## config.mk

```make
export PLATFORM = sky130hd
export DESIGN_NAME = alu_flat
export DESIGN_NICKNAME = d
export VERILOG_FILES = /design/src/rtl/alu_pkg.sv /design/src/rtl/alu_if.sv /design/src/rtl/alu_core.sv /design/src/rtl/alu.sv /design/src/flat_wrapper.sv
export SDC_FILE = /design/constraint.sdc
export NUM_CORES = 1
export LEC_CHECK = 0
export CORE_MARGIN = 5
export CORE_UTILIZATION = 60
export CTS_CLUSTER_DIAMETER = 30
export DETAILED_ROUTE_END_ITERATION = 16
export GPL_TIMING_DRIVEN = 0
export PLACE_DENSITY_LB_ADDON = 0.3
export SYNTH_ARGS = -nofsm -noshare
export SYNTH_HDL_FRONTEND = slang
export SYNTH_HIERARCHICAL = 1
export SYNTH_SLANG_ARGS = --single-unit
```

## constraint.sdc

```tcl
create_clock -name clk -period 4 [get_ports clk]
set_input_delay 0.4 -clock clk [delete_from_list [all_inputs] [get_ports clk]]
set_output_delay 0.4 -clock clk [all_outputs]
set_load 0.005 [all_outputs]
```

## src/rtl/alu_pkg.sv

```systemverilog
// alu shared definitions: widths, RV32I opcodes,
// funct3 codes and the queued result record.
package alu_pkg;

  localparam int DATA_WID = 32;
  localparam int ROB_WID  = 4;

  localparam logic [6:0] OPC_OP     = 7'b0110011;
  localparam logic [6:0] OPC_OP_IMM = 7'b0010011;
  localparam logic [6:0] OPC_LUI    = 7'b0110111;
  localparam logic [6:0] OPC_AUIPC  = 7'b0010111;
  localparam logic [6:0] OPC_BRANCH = 7'b1100011;
  localparam logic [6:0] OPC_JAL    = 7'b1101111;
  localparam logic [6:0] OPC_JALR   = 7'b1100111;

  localparam logic [2:0] F3_ADD  = 3'b000;
  localparam logic [2:0] F3_SLL  = 3'b001;
  localparam logic [2:0] F3_SLT  = 3'b010;
  localparam logic [2:0] F3_SLTU = 3'b011;
  localparam logic [2:0] F3_XOR  = 3'b100;
  localparam logic [2:0] F3_SR   = 3'b101;
  localparam logic [2:0] F3_OR   = 3'b110;
  localparam logic [2:0] F3_AND  = 3'b111;

  localparam logic [2:0] F3_BEQ  = 3'b000;
  localparam logic [2:0] F3_BNE  = 3'b001;
  localparam logic [2:0] F3_BLT  = 3'b100;
  localparam logic [2:0] F3_BGE  = 3'b101;
  localparam logic [2:0] F3_BLTU = 3'b110;
  localparam logic [2:0] F3_BGEU = 3'b111;

  typedef struct packed {
    logic [ROB_WID-1:0]  rob_pos;
    logic [DATA_WID-1:0] val;
    logic                jump;
    logic [DATA_WID-1:0] target;
  } res_t;

endpackage

```

## src/rtl/alu_if.sv

```systemverilog
// alu issue and CDB signals; master is the
// reservation station / arbiter side, slave the alu.
interface alu_if;
  import alu_pkg::*;

  logic                alu_rdy;
  logic                alu_en;
  logic [6:0]          alu_opcode;
  logic [2:0]          alu_funct3;
  logic                alu_funct7;
  logic [DATA_WID-1:0] alu_val1;
  logic [DATA_WID-1:0] alu_val2;
  logic [DATA_WID-1:0] alu_imm;
  logic [DATA_WID-1:0] alu_pc;
  logic [ROB_WID-1:0]  alu_rob_pos;
  logic                cdb_req;
  logic                cdb_grant;
  logic [ROB_WID-1:0]  cdb_rob_pos;
  logic [DATA_WID-1:0] cdb_val;
  logic                cdb_jump;
  logic [DATA_WID-1:0] cdb_target;

  modport master (
    input  alu_rdy, cdb_req, cdb_rob_pos,
    input  cdb_val, cdb_jump, cdb_target,
    output alu_en, alu_opcode, alu_funct3,
    output alu_funct7, alu_val1, alu_val2,
    output alu_imm, alu_pc, alu_rob_pos,
    output cdb_grant
  );

  modport slave (
    output alu_rdy, cdb_req, cdb_rob_pos,
    output cdb_val, cdb_jump, cdb_target,
    input  alu_en, alu_opcode, alu_funct3,
    input  alu_funct7, alu_val1, alu_val2,
    input  alu_imm, alu_pc, alu_rob_pos,
    input  cdb_grant
  );

endinterface

```

## src/rtl/alu_core.sv

```systemverilog
// alu_core: combinational RV32I integer compute.
// ALU_BRANCH_EN adds BRANCH/JAL/JALR outcomes.
module alu_core
  import alu_pkg::*;
(
  input  logic [6:0]          opcode,
  input  logic [2:0]          funct3,
  input  logic                funct7,
  input  logic [DATA_WID-1:0] val1,
  input  logic [DATA_WID-1:0] val2,
  input  logic [DATA_WID-1:0] imm,
  input  logic [DATA_WID-1:0] pc,
  output logic [DATA_WID-1:0] val,
  output logic                jump,
  output logic [DATA_WID-1:0] target
);

  logic                is_op;
  logic                is_imm;
  logic                is_lui;
  logic                is_auipc;
  logic [DATA_WID-1:0] opb;
  logic [4:0]          sh;
  logic [DATA_WID-1:0] alu_out;

  assign is_op    = opcode == OPC_OP;
  assign is_imm   = opcode == OPC_OP_IMM;
  assign is_lui   = opcode == OPC_LUI;
  assign is_auipc = opcode == OPC_AUIPC;
  assign opb      = is_op ? val2 : imm;
  assign sh       = opb[4:0];

  // shared OP / OP-IMM datapath; SUB only exists in OP
  always_comb begin
    alu_out = '0;
    unique case (funct3)
      F3_ADD: begin
        if (is_op && funct7) alu_out = val1 - opb;
        else alu_out = val1 + opb;
      end
      F3_SLL:  alu_out = val1 << sh;
      F3_SLT:  alu_out = {{(DATA_WID-1){1'b0}},
                          $signed(val1) < $signed(opb)};
      F3_SLTU: alu_out = {{(DATA_WID-1){1'b0}},
                          val1 < opb};
      F3_XOR:  alu_out = val1 ^ opb;
      F3_SR: begin
        if (funct7) alu_out = $signed(val1) >>> sh;
        else alu_out = val1 >> sh;
      end
      F3_OR:   alu_out = val1 | opb;
      F3_AND:  alu_out = val1 & opb;
    endcase
  end

`ifdef ALU_BRANCH_EN
  logic                is_br;
  logic                is_jal;
  logic                is_jalr;
  logic                taken;
  logic [DATA_WID-1:0] jr_sum;

  assign is_br   = opcode == OPC_BRANCH;
  assign is_jal  = opcode == OPC_JAL;
  assign is_jalr = opcode == OPC_JALR;
  assign jr_sum  = val1 + imm;

  // branch condition from funct3; reserved codes never taken
  always_comb begin
    taken = 1'b0;
    unique case (funct3)
      F3_BEQ:  taken = val1 == val2;
      F3_BNE:  taken = val1 != val2;
      F3_BLT:  taken = $signed(val1) < $signed(val2);
      F3_BGE:  taken = $signed(val1) >= $signed(val2);
      F3_BLTU: taken = val1 < val2;
      F3_BGEU: taken = val1 >= val2;
      default: taken = 1'b0;
    endcase
  end
`endif

  // result select by opcode class; unknown opcodes give zeros
  always_comb begin
    val    = '0;
    jump   = 1'b0;
    target = '0;
    unique case (1'b1)
      is_op, is_imm: val = alu_out;
      is_lui:        val = imm;
      is_auipc:      val = pc + imm;
`ifdef ALU_BRANCH_EN
      is_br: begin
        jump   = taken;
        target = pc + imm;
      end
      is_jal: begin
        val    = pc + DATA_WID'(4);
        jump   = 1'b1;
        target = pc + imm;
      end
      is_jalr: begin
        val    = pc + DATA_WID'(4);
        jump   = 1'b1;
        target = {jr_sum[DATA_WID-1:1], 1'b0};
      end
`endif
      default: ;
    endcase
  end

endmodule

```

## src/rtl/alu.sv

```systemverilog
// alu: issue -> compute -> 2-entry result queue -> CDB.
// Optional branch/jump support under ALU_BRANCH_EN.
module alu
  import alu_pkg::*;
(
  input  logic clk,
  input  logic rst_n,
  input  logic rdy,
  input  logic rollback,
  alu_if.slave bus
);

  res_t                q [2];
  logic                head;
  logic                tail;
  logic [1:0]          count;
  logic                enq;
  logic                deq;
  logic                can_issue;
  logic                has_head;
  res_t                new_e;
  logic [DATA_WID-1:0] c_val;
  logic                c_jump;
  logic [DATA_WID-1:0] c_target;

  alu_core u_core (
    .opcode (bus.alu_opcode),
    .funct3 (bus.alu_funct3),
    .funct7 (bus.alu_funct7),
    .val1   (bus.alu_val1),
    .val2   (bus.alu_val2),
    .imm    (bus.alu_imm),
    .pc     (bus.alu_pc),
    .val    (c_val),
    .jump   (c_jump),
    .target (c_target)
  );

  assign can_issue = count != 2'd2;
  assign has_head  = count != 2'd0;
  assign enq = rdy & bus.alu_en & can_issue & ~rollback;
  assign deq = rdy & has_head & bus.cdb_grant & ~rollback;

  assign new_e.rob_pos = bus.alu_rob_pos;
  assign new_e.val     = c_val;
  assign new_e.jump    = c_jump;
  assign new_e.target  = c_target;

  // circular queue: flush on rollback, else enqueue/dequeue
  always_ff @(posedge clk or negedge rst_n) begin
    if (!rst_n) begin
      q[0]  <= '0;
      q[1]  <= '0;
      head  <= 1'b0;
      tail  <= 1'b0;
      count <= 2'd0;
    end else if (rdy && rollback) begin
      head  <= 1'b0;
      tail  <= 1'b0;
      count <= 2'd0;
    end else begin
      if (enq) begin
        q[tail] <= new_e;
        tail    <= ~tail;
      end
      if (deq) head <= ~head;
      count <= count + {1'b0, enq} - {1'b0, deq};
    end
  end

  assign bus.alu_rdy     = can_issue;
  assign bus.cdb_req     = has_head;
  assign bus.cdb_rob_pos = q[head].rob_pos;
  assign bus.cdb_val     = q[head].val;
  assign bus.cdb_jump    = q[head].jump;
  assign bus.cdb_target  = q[head].target;

endmodule

```

## src/flat_wrapper.sv

```systemverilog
// flat-port wrapper written by rule: the top's interface ports become plain ports
module alu_flat import alu_pkg::*;
  (clk, rst_n, rdy, rollback, bus_alu_rdy, bus_cdb_req, bus_cdb_rob_pos, bus_cdb_val, bus_cdb_jump, bus_cdb_target, bus_alu_en, bus_alu_opcode, bus_alu_funct3, bus_alu_funct7, bus_alu_val1, bus_alu_val2, bus_alu_imm, bus_alu_pc, bus_alu_rob_pos, bus_cdb_grant);
  alu_if bus_i ();
  input  logic clk;
  input  logic rst_n;
  input  logic rdy;
  input  logic rollback;
  output wire logic [$bits(bus_i.alu_rdy)-1:0] bus_alu_rdy;
  output wire logic [$bits(bus_i.cdb_req)-1:0] bus_cdb_req;
  output wire logic [$bits(bus_i.cdb_rob_pos)-1:0] bus_cdb_rob_pos;
  output wire logic [$bits(bus_i.cdb_val)-1:0] bus_cdb_val;
  output wire logic [$bits(bus_i.cdb_jump)-1:0] bus_cdb_jump;
  output wire logic [$bits(bus_i.cdb_target)-1:0] bus_cdb_target;
  input wire logic [$bits(bus_i.alu_en)-1:0] bus_alu_en;
  input wire logic [$bits(bus_i.alu_opcode)-1:0] bus_alu_opcode;
  input wire logic [$bits(bus_i.alu_funct3)-1:0] bus_alu_funct3;
  input wire logic [$bits(bus_i.alu_funct7)-1:0] bus_alu_funct7;
  input wire logic [$bits(bus_i.alu_val1)-1:0] bus_alu_val1;
  input wire logic [$bits(bus_i.alu_val2)-1:0] bus_alu_val2;
  input wire logic [$bits(bus_i.alu_imm)-1:0] bus_alu_imm;
  input wire logic [$bits(bus_i.alu_pc)-1:0] bus_alu_pc;
  input wire logic [$bits(bus_i.alu_rob_pos)-1:0] bus_alu_rob_pos;
  input wire logic [$bits(bus_i.cdb_grant)-1:0] bus_cdb_grant;
  assign bus_alu_rdy = bus_i.alu_rdy;
  assign bus_cdb_req = bus_i.cdb_req;
  assign bus_cdb_rob_pos = bus_i.cdb_rob_pos;
  assign bus_cdb_val = bus_i.cdb_val;
  assign bus_cdb_jump = bus_i.cdb_jump;
  assign bus_cdb_target = bus_i.cdb_target;
  assign bus_i.alu_en = bus_alu_en;
  assign bus_i.alu_opcode = bus_alu_opcode;
  assign bus_i.alu_funct3 = bus_alu_funct3;
  assign bus_i.alu_funct7 = bus_alu_funct7;
  assign bus_i.alu_val1 = bus_alu_val1;
  assign bus_i.alu_val2 = bus_alu_val2;
  assign bus_i.alu_imm = bus_alu_imm;
  assign bus_i.alu_pc = bus_alu_pc;
  assign bus_i.alu_rob_pos = bus_alu_rob_pos;
  assign bus_i.cdb_grant = bus_cdb_grant;
  alu u_core (.clk(clk), .rst_n(rst_n), .rdy(rdy), .rollback(rollback), .bus(bus_i));
endmodule
```

==> results.md, run 1 <==
* Result of the run: aborted with a tool error
* Last stage: global routing
* Tool Error: [ERROR GRT-0232] Routing congestion too high. Check the congestion heatmap in the GUI.
* Worst endpoint left by the global-route repair_timing run: u_core/q[102]$_DFFE_PN0P_/D
* Multiplexer share of the synthesized area at 0.1804
* Final GP Congestion at 1.224
* Count of hold buffers inserted by post-cts repair at 0
* EDFF count, synth at 0
* Count of input and output buffers at 216
* Synthesis warning total at 6
* Fraction of synthesis flops using an asynchronous set or reset pin at 1.000
* XOR/XNOR share of the synthesized area at 0.02480
* Post-Synth Adder-Cell Area at 0.08665
* GR Util All Layers at 0.6783
* Starting Density at 0.6036
* Remaining global-route overflow at 65
* Max H-tree Level at 4
* Overall die width at 185.0 um
* Count of cell types in the netlist at 94
* Placed cells at 2961
* Area leader, netlist: dfrtp_1
* Num rows at 64
* HPWL Detailed at 72.98 mm
* Area fraction of the dominant cell type after synthesis at 0.1935
* Clk root buf: clkbuf_16
* Combinational family with the most area after synthesis: compound AO/OA/AOI/OAI gates
* Number of placed I/O pins at 220
* Worst ep type: sequential cell input
* Flops & latches, synth at 142
* Die Ht at 185.0 um
* Post-Synthesis Cell Area at 18370 um2
* Cell types occupying the most area after synthesis: dfrtp_1, mux2_2, ha_1
* Register area share after synthesis at 0.1935
* Pin count of the biggest net entering global routing at 74
* Synthesized area per cell at 7.931 um2
* Count of clock tree sinks at 142
* Area fraction in compound gates after synthesis at 0.2693
* Synthesized instance count at 2316
* Total clock buffers created by CTS at 17
* Most used flip-flop cell after synthesis: dfrtp_1
* Simple-gate share of the synthesized area at 0.1661
* Maximum count of clock buffers along a single path at 2
-- timing repair --
item / in CTS
resized for setup: 306
endpoints found under the setup margin: 64
hold endpoints to repair: 0
pin swaps: 76
setup buffers: 83
-- per-layer routing --
| layer | overflow | track usage |
|---|---|---|
| met5 | 0 | 0.2743 |
| met2 | 34 | 0.8667 |
| met1 | 1 | 0.7018 |
| met4 | 30 | 0.6098 |
| met3 | 0 | 0.4886 |
-- synth_stat cells (55+ instances only) --
library cell    n
mux2i_1        55
ha_1          124
nand3_1       103
a21oi_1       170
mux2_4         79
mux2_2        138
nor2_1        146
dfrtp_1       142
inv_1          98
o21ai_0       198
clkbuf_1      107
nand2_1       221
-- cell families after synthesis --
kind of cell	after synthesis
XOR/XNOR	52
adder cells (fa/ha/maj)	126
buffers and inverters	307
multiplexers	273
other	1
AO/OA/AOI/OAI	763
AND/OR/NAND/NOR	652
flip-flops	142
-- per-stage QoR --
stage                     worst slack, ns  TNS, ns  hold slack, ns  cell area, um2
after floorplan                   -0.3419   -6.727          0.1044           18710
after global placement             -2.709  -495.12          0.4808           21370
after detailed placement           -2.454  -116.82          0.4728           21400
after CTS                         -0.3927   -7.060        0.004572           23840
==> run 2: changes to the inputs <==
--- a/config.mk
+++ b/config.mk
@@ -6,11 +6,10 @@
 export NUM_CORES = 1
 export LEC_CHECK = 0
 export CORE_MARGIN = 5
-export CORE_UTILIZATION = 60
-export CTS_CLUSTER_DIAMETER = 30
+export CORE_UTILIZATION = 40
 export DETAILED_ROUTE_END_ITERATION = 16
 export GPL_TIMING_DRIVEN = 0
-export PLACE_DENSITY_LB_ADDON = 0.3
+export PLACE_DENSITY_LB_ADDON = 0.15
 export SYNTH_ARGS = -nofsm -noshare
 export SYNTH_HDL_FRONTEND = slang
 export SYNTH_HIERARCHICAL = 1
==> results.md, run 2 <==
* Remaining global-route overflow at 0
* Die Ht at 224.3 um (+21%)
* Count of clock tree sinks at 142 (unchanged)
* Clk root buf: clkbuf_16
* Worst setup skew after layout at 0.005384 ns
* Static leakage power at 10.69 nW
* Setup violators final at 50
* Max transition margin at 0.3634
* Largest register FFs at 138
* Commonest non-fill, non-tap cell in the layout: clkdlybuf4s50_1
* Synthesized area per cell at 7.931 um2 (unchanged)
* FMAX at 220.9 MHz
* First-pass iteration count of the detailed router at 8
* Via total after detailed routing at 21660
* Cell types occupying the most area after synthesis: dfrtp_1, mux2_2, ha_1
* Result of the run: complete, but fails checks
* Cell-by-cell trace of the critical path: buf_6, or3b_4, clkbuf_16, nor2_4, buf_12, clkbuf_16, nand2_4, nand2_4, inv_4, ha_4, or3_4, or2_4, nor3_4, and3_4, nand4_1, buf_6, nand4_1, a21oi_4, o21a_4, o41ai_4, o2111ai_2, mux2_4
* Number of nets at the end of the flow at 2959
* Worst supply voltage drop on vdd at 0.3487 mV
* Fraction of synthesis flops using an asynchronous set or reset pin at 1.000 (unchanged)
* Layout cells sized above 1 at 0.2704
* Critical path arrival at 4.82 ns
* Max H-tree Level at 4 (unchanged)
* Clock transition at path regs at 0.06 ns
* Pin slew with the least headroom to its limit at 0.9548 ns
* Type of the most critical hold path: in -> async
* Slew Limit Fails at 0
* Placeable core area at 45380 um2
* Num rows at 78 (+22%)
* Final GP Congestion at 1.157 (-5.5%)
* Largest fanout of any net on the critical path at 7
* Die Outline Area at 50300 um2
* Antenna violations before repair at 7
* Startpoint of the worst register-to-register path: u_core/count[1]
* Count of input and output buffers at 216 (unchanged)
* Shortest period the worst path allows at 4.526 ns
* Register area share after synthesis at 0.1935 (unchanged)
* Post-Synthesis Cell Area at 18370 um2 (unchanged)
* Wire per inst at 30.82 um
* Required time of the worst setup path at 4.30 ns
* Pin count of the biggest net entering global routing at 104
* Post-synth top cells: nand2_1, o21ai_0, a21oi_1
* Via count of the first global-routing pass at 20820
* Power density normalized to cell area at 323.6 nW/um2
* Count of cell types in the netlist at 94 (unchanged)
* Most instantiated library cell after synthesis: nand2_1
* Start-to-end type of the worst setup path: in -> reg
* Footprint of the multi-input gates at 15190 um2
* CTS tree: yes
* Area taken by flip-flops and latches at 3553 um2
* Count of routing violations after the opening detailed-route iteration at 3107
* Final clock period utilization by the worst path at 1.132
* Flops & latches, synth at 142 (unchanged)
* EDFF count, synth at 0 (unchanged)
* Total Neg Setup Slack at -16.59 ns
* Detailed-route vias per instance at 6.564
* Largest reg by FF count: u_core/q
* Critical path's slowest cell: or3b_4
* Maximum count of clock buffers along a single path at 2 (unchanged)
* Synthesized instance count at 2316 (unchanged)
* Delay of the slowest cell on the worst path at 0.42 ns
* Most used flip-flop cell after synthesis: dfrtp_1
* Failing checks: negative setup slack
* Worst Setup Start Kind: primary input
* First-pass GRT wire length at 144.0 mm
* Final hold violation count at 0
* Hold slack final at 0.4606 ns
* Critical Path End Type: register
* Setup repair after global routing missed its margin: true
* Number of placed I/O pins at 220 (unchanged)
* Overall die width at 224.3 um (+21%)
* Worst-skew pair later-pin latency at 0.42 ns
* Filler cell count at 4261
* Area leader, netlist: dfrtp_1
* Depth of the worst register-to-register path at 8
* DRT Wirelength at 101.7 mm
* Total clock buffers created by CTS at 17 (unchanged)
* Area fraction of the dominant cell type after synthesis at 0.1935 (unchanged)
* Top library cells by usage in the layout, fill and taps aside: clkdlybuf4s50_1, nand2_1, o21ai_0
* Largest regs: u_core/q x138, u_core/count x2
* DRC Markers at 0
* Residual antenna-violating net count after detailed routing at 0
* Starting Density at 0.4047 (-0.1989)
* Critical path origin: bus_alu_opcode[6]
* PnR worst setup slack at -0.5261 ns
* HPWL Detailed at 80.36 mm (+10%)
* Max-Cap Viols at 0
* Area growth, synth to finish at 36.40%
* Synthesis warning total at 6 (unchanged)
* GR Util All Layers at 0.3840
[run 2: cell counts after synthesis]
Identical to the previous run, type by type.
[run 2: repair_timing]
action                                 CTS  global route
setup endpoints to repair               64            62
hold buffers                             1             0
gates cloned                             2             1
pin swaps                               86            94
setup buffers                           78            35
resized for setup                      340           147
endpoints found under the hold margin   39             0
[run 2: area by class of cell]
| class | instances | share of cell area |
|---|---|---|
| multi-input combinational | 1899 | 0.6065 |
| sequential | 142 | 0.1418 |
| clock buffer | 20 | 0.01783 |
| inverter | 104 | 0.01673 |
| timing repair buffer | 331 | 0.1273 |
| clock inverter | 11 | 0.004745 |
| buffer | 189 | 0.05474 |
| tap | 600 | 0.02997 |
| antenna | 4 | 0.0003995 |
[run 2: metrics by stage]
step / area [um2] / cells / setup WS, ns / util / power, mW
floorplan: 18710 / 2348 / -0.3419 / - / 4.303
global placement: 21620 / 3164 / -2.955 / 0.4765 / 6.013
detailed placement: 21660 / 3165 / -2.736 / 0.4773 / 6.064
CTS: 24220 / 3266 / -0.4571 / 0.5337 / 7.894
global route: 25050 / 3297 / -0.4974 / 0.5519 / 8.458
finish: 25050 / 3300 / -0.5261 / 0.5521 / 8.107
[run 2: layer usage]
metal,vias to the layer above,part of all wire,track usage
li1,9264,-,-
met1,10420,0.39,0.4962
met2,1541,0.42,0.5704
met3,426,0.12,0.1164
met4,8,0.077,0.2159
met5,-,0.0018,0.01992
[run 2: power by group]
part | total, mW | switching [mW] | internal, mW
sequential | 2.06 | 0.215 | 1.85
clock | 1.52 | 0.592 | 0.926
combinational | 4.52 | 2.30 | 2.22
total | 8.11 | 3.11 | 5.00
[run 2: worst max-delay path: cells and delay by family]
kind / cells / cell delay, ns
compound gates: 4 / 0.88
mux: 1 / 0.31
simple gates: 10 / 2.08
buf+inv: 6 / 0.83
fa+ha+maj: 1 / 0.27
[run 2: kinds of logic after synthesis]
logic type	share of synthesized area
buffers and inverters	0.07916
muxes	0.1804
AOI/OAI and AO/OA	0.2693
DFF	0.1935
adders and majority gates	0.08665
other	0.0002042
xor gates and xnor gates	0.02480
and+or+nand+nor	0.1661
[run 2: worst paths after layout]
check,end,slack [ns]
worst max-delay path,u_core/q[102],-0.53
worst min-delay path,u_core/q[21],0.46
worst max register to register,u_core/count[1],2.12
worst min register to register,u_core/q[8],0.50
max in group asynchronous,u_core/q[49],2.69
min in group clk,u_core/q[8],0.50
Note: power is estimated with default switching activity, not from simulation.
==> run 3: changes to the inputs <==
--- a/config.mk
+++ b/config.mk
@@ -7,6 +7,7 @@
 export LEC_CHECK = 0
 export CORE_MARGIN = 5
 export CORE_UTILIZATION = 40
+export CTS_CLUSTER_DIAMETER = 100
 export DETAILED_ROUTE_END_ITERATION = 16
 export GPL_TIMING_DRIVEN = 0
 export PLACE_DENSITY_LB_ADDON = 0.15
==> results of run 3 <==
Same layout as run 2: the final DEF is identical, and so are final timing and power.
